--- config.mk ---
export PLATFORM = sky130hd
export DESIGN_NAME = serial_divider
export DESIGN_NICKNAME = d
export VERILOG_FILES = /design/src/rtl/serial_divider.sv
export SDC_FILE = /design/constraint.sdc
export NUM_CORES = 1
export LEC_CHECK = 0
export ABC_AREA = 0
export BUFFER_PORTS_ARGS = -buffer_cell sky130_fd_sc_hd__buf_2
export CORE_AREA = 2 2 50 52
export CTS_BUF_LIST = sky130_fd_sc_hd__clkbuf_16
export CTS_CLUSTER_DIAMETER = 120
export DETAILED_ROUTE_END_ITERATION = 7
export DIE_AREA = 0 0 52 54
export PLACE_DENSITY = 0.81
export RECOVER_POWER = 100
export SYNTH_ARGS = -nofsm -noshare
export SYNTH_HDL_FRONTEND = slang
export SYNTH_SLANG_ARGS = --single-unit
--- constraint.sdc ---
create_clock -name clk -period 5 [get_ports clk]
set_input_delay 0.75 -clock clk [delete_from_list [all_inputs] [get_ports clk]]
set_output_delay 0.75 -clock clk [all_outputs]
set_load 0.01 [all_outputs]
--- src/rtl/serial_divider.sv ---
// Restoring shift-and-subtract unsigned divider, one quotient bit per clock.
// Results are presented as {R, Q}, matching the serial multiplier's product packing.
module serial_divider #(
  parameter int WIDTH = 4
) (
  input  logic                 clk,
  input  logic                 rst,
  input  logic                 load,
  input  logic [WIDTH-1:0]     A,
  input  logic [WIDTH-1:0]     B,
  output logic [WIDTH-1:0]     Q,
  output logic [WIDTH-1:0]     R,
  output logic [2*WIDTH-1:0]   RQ,
  output logic                 busy,
  output logic                 done,
  output logic                 div_by_zero
);

  localparam int CW = (WIDTH > 1) ? $clog2(WIDTH) : 1;
  localparam logic [CW-1:0] LastCnt = CW'(WIDTH - 1);

  typedef enum logic [1:0] {StIdle, StRun, StDone} state_t;

  state_t           r_state;
  logic [WIDTH-1:0] r_q;
  logic [WIDTH-1:0] r_r;
  logic [WIDTH-1:0] r_m;
  logic [CW-1:0]    r_cnt;
  logic             r_busy;
  logic             r_done;
  logic             r_dbz;
  logic [WIDTH:0]   w_t;

  // One extra bit so a divisor with its MSB set cannot wrap the trial subtraction.
  assign w_t = {r_r, r_q[WIDTH-1]} - {1'b0, r_m};

  always_ff @(posedge clk or posedge rst) begin
    if (rst) begin
      r_state <= StIdle;
      r_q     <= '0;
      r_r     <= '0;
      r_m     <= '0;
      r_cnt   <= '0;
      r_busy  <= 1'b0;
      r_done  <= 1'b0;
      r_dbz   <= 1'b0;
    end else begin
      unique case (r_state)
        StIdle, StDone: begin
          if (load) begin
            r_m   <= B;
            r_cnt <= '0;
            if (B == '0) begin
              r_q     <= '1;
              r_r     <= A;
              r_dbz   <= 1'b1;
              r_done  <= 1'b1;
              r_busy  <= 1'b0;
              r_state <= StDone;
            end else begin
              r_q     <= A;
              r_r     <= '0;
              r_dbz   <= 1'b0;
              r_done  <= 1'b0;
              r_busy  <= 1'b1;
              r_state <= StRun;
            end
          end
        end
        StRun: begin
          if (!w_t[WIDTH]) begin
            r_r <= w_t[WIDTH-1:0];
            r_q <= {r_q[WIDTH-2:0], 1'b1};
          end else begin
            r_r <= {r_r[WIDTH-2:0], r_q[WIDTH-1]};
            r_q <= {r_q[WIDTH-2:0], 1'b0};
          end
          if (r_cnt == LastCnt) begin
            r_cnt   <= '0;
            r_busy  <= 1'b0;
            r_done  <= 1'b1;
            r_state <= StDone;
          end else begin
            r_cnt <= r_cnt + 1'b1;
          end
        end
        default: r_state <= StIdle;
      endcase
    end
  end

  assign Q           = r_q;
  assign R           = r_r;
  assign RQ          = {r_r, r_q};
  assign busy        = r_busy;
  assign done        = r_done;
  assign div_by_zero = r_dbz;

endmodule

==> results by group <==
Status
  – Status: completed

Power
  – Sequential power share: between 20 and 30%
  – Int Pwr: 0.621 mW
  – Combinational Power Share: between 50% and 60%
  – Leak Pwr: 0.595 nW
  – Net Sw Frac: 45.2%
  – PnR Total Power: roughly 1.1 mW
  – Power per Cell Area: ~840 mW/mm^2
  – Clock share of power: between 10 and 15%
  – Net Sw Power: approximately 0.51 mW
  – Worst vdd ir: 0.000403 V

Synthesis
  – Synthesized area per cell: roughly 9 um^2
  – Post-synthesis simple-gate area fraction: between 20% and 30%
  – Synth warn: 0
  – Post-synthesis compound-gate area fraction: 20.2%
  – Count of cell types in the netlist: 39
  – Sequential area share after synthesis: 38.8%
  – Post-synthesis mux area share: under 10%
  – Post-synth net total: ~150
  – Syn Inst Count: around 140
  – Netlist Area Pre-Place: roughly 0.0012 mm^2
  – Post-Synth Adder-Cell Area: 6.73%
  – Number of synthesized register bits: 19
  – Xor-xnor portion of the synthesized cell area: 1.43%
  – Combinational family with the most area after synthesis: simple AND/OR/NAND/NOR gates

Drt
  – Vias per cell: 5.77
  – Iter 0 DRT Violations: 28
  – DRT Pass-1 Iters: 4
  – Post-DR wirelength/cell: 15.2 um
  – Routed Antenna Nets: 0
  – WL final: around 2800 um
  – DRC: 0
  – Via count: roughly 1,100

Placement
  – Gpl congestion: between 0.9 and 1
  – Worst slack at placement: ~2.6 ns
  – Dpl hpwl: a little over 2000 um
  – I/O Buffers: 29

CTS
  – Post CTS Setup Buffer Count: 0
  – Clock Tree Buf Depth: 2
  – CTS Sinks: 19
  – Clock Latency Late Sink: between 0.2 and 0.3 ns
  – Clk root buf: clkbuf_16
  – Clk slew on worst S/H paths: 0.06 ns
  – # H-tree levels: 1
  – CTS tree: built
  – Cts bufs inserted: 3
  – Cts hold-fix bufs: 0
  – Post-cts sizing count: 0

Timing
  – Worst-margin pin slew: roughly 1.3 ns
  – Final cycle utilization of the critical path: 53.2%
  – Setup_tns: 0 ns
  – Fin crit period: 2.66 ns
  – Slew Viols, Final: 0
  – Final worst slack: between 2 and 2.5 ns
  – RSZ-0062 raised after global routing: false
  – # setup viols final: 0
  – FMAX: between 300 and 400 MHz
  – Hold Vio Cnt, Final: 0
  – Clock Skew: 0.00286 ns
  – Relative slew slack: a little under an eighth

Global route
  – First-pass GRT wire length: between 4000 and 5000 um
  – Vias in the first global route: roughly 1,000
  – Gr ovfl total: 0
  – Largest net degree at the start of global routing: 20
  – Initial antenna violation count: 0
  – Total GRT Usage: about 23%

Floorplan
  – Die Y: 54 um
  – Core Rows: 18
  – Starting Density: between 50% and 60%
  – DIE AREA: 0.00281 mm^2
  – Io pins: 30
  – Core area: approximately 0.0023 mm^2
  – Die width: 52 um

Critical path
  – CP endpoint kind: flop
  – Critical path data arrival time: around 2.8 ns
  – CP max stage cell: a211oi_1
  – Buf/Inv on CP: 2
  – Critical Path RT: 5.14 ns
  – CP top delay family: compound AO/OA/AOI/OAI gates
  – WS Path Type: flop to flop
  – Slowest stage delay, CP: approximately 0.63 ns
  – Crit-path most repeated cell: inv_1
  – Crit Path Max Fanout: 5
  – Worst path cell trace: inv_1, ha_1, inv_1, fa_1, a211oi_1, nor2_2, mux2_4, a211o_1
  – CP startpoint kind: flop

Worst hold path
  – Hold Crit Class: flop to flop

Flow run
  – Max cap viols: 0

Final layout
  – Area grow syn2layout: 10.6%
  – Filler instances: 212
  – Share of post-route cells with drive strength above 1: a little under an eighth
  – Nets: about 170
  – Ant diodes: 0
-- final timing paths --
kind / startpoint / endpoint / slack, ns / depth (start not counted)
setup reg to reg: Q[3] / R[1] / 2.34 / 8
hold / removal: r_m[0] / r_m[0] / 0.50 / 2
max in group asynchronous: rst / R[0] / 3.91 / 2
setup / recovery: Q[3] / R[1] / 2.34 / 8
min in group asynchronous: rst / r_cnt[1] / 0.62 / 2
hold reg to reg: r_m[0] / r_m[0] / 0.50 / 2
-- cell usage after synthesis (all sizes together) --
master / instances / area share, %
dfrtp: 19 / 39
nand2: 17 / 5.2
buf: 10 / 5.7
nor2: 10 / 3.3
o21ai: 9 / 3.7
nor3: 7 / 2.9
a21oi: 6 / 2.4
inv: 6 / 1.8
a211o: 5 / 3.7
clkbuf: 5 / 1.5
ha: 5 / 5.1
o31ai: 4 / 2.4
nand2b: 3 / 1.5
nand3: 3 / 1.2
nor2b: 3 / 1.5
nor4: 2 / 2.2
o21a: 2 / 1.2
o22ai: 2 / 1.0
xnor2: 2 / 1.4
a2111oi: 1 / 0.71
a211oi: 1 / 1.6
a22o: 1 / 0.71
a311oi: 1 / 0.71
a31oi: 1 / 0.51
and3: 1 / 0.51
and4: 1 / 0.82
fa: 1 / 1.6
mux2: 1 / 1.2
mux2i: 1 / 0.82
nand3b: 1 / 0.61
o2111ai: 1 / 0.71
o31a: 1 / 0.71
or2: 1 / 0.51
or4: 1 / 0.61
or4b: 1 / 0.82
-- per-layer routing --
metal  share of wire (%)  up-vias  track usage, %
met5                   0        -               0
met4                 1.1        0            5.26
li1                    -      517               -
met1                  45      515            30.0
met2                  49       33            40.3
met3                 5.4        3            4.17
-- stage by stage --
stage,std cells,hold slack (ns),utilization (%),cell area (um^2)
final,185,0.501,58.5,1360
after floorplan,136,0.450,-,1230
after CTS,185,0.495,60.8,1410
after global placement,181,0.466,57.2,1330
after detailed placement,181,0.482,57.2,1330
after global routing,185,0.527,58.5,1360
-- power groups by stage --
stage	Combinational [mW]	Sequential [mW]	Clock [mW]
finish	0.650	0.316	0.168
global route	0.733	0.331	0.178
CTS	0.696	0.313	0.171
detailed placement	0.686	0.315	0
global placement	0.672	0.311	0
floorplan	0.551	0.311	0
-- cell usage in the layout (no fill, tap or decap), types with 2 or more instances in the layout --
master     synthesis  layout
o21ai_0            9       9
o31ai_1            4       4
nor4_1             1       2
nor2_1             9       9
nand2b_1           3       3
a211o_1            4       4
clkbuf_16          0       3
nand2_1           17      17
a21oi_1            6       6
nor3_1             7       7
buf_2              2       8
nor2b_1            3       3
inv_1              6       6
o22ai_1            2       2
dfrtp_1           19      19
xnor2_1            2       2
ha_1               5       5
nand3_1            3       3
clkbuf_1           5      21
o21a_1             2       2
-- cell type report --
cell class	instances	area [um^2]	area share, %
Multi-Input combinational cell	96	612	45.1
Sequential cell	19	475	35.1
Timing Repair Buffer	30	126	9.32
Clock buffer	3	75.1	5.54
Tap cell	30	37.5	2.77
Inverter	6	22.5	1.66
Clock inverter	1	7.51	0.554
-- worst reg2reg max path, cell delays in order, from the launching register on --
cell and delay [ns]:
dfrtp_1 0.42, inv_1 0.09, ha_1 0.17, inv_1 0.06, fa_1 0.42, a211oi_1 0.63, nor2_2 0.14, mux2_4 0.32
a211o_1 0.29
-- sequential cells by signal, summed over array words and instances (netlist names) --
register     count
Q                4
R                4
r_m              4
r_cnt            2
r_state          2
busy             1
div_by_zero      1
done             1
-- kinds of logic after synthesis --
group / count (synthesis)
mux: 2
simple gates: 51
compound gates: 35
xor+xnor: 2
buf+inv: 21
fa+ha+maj: 6
flops: 19
Power figures use the tool's default switching activity.
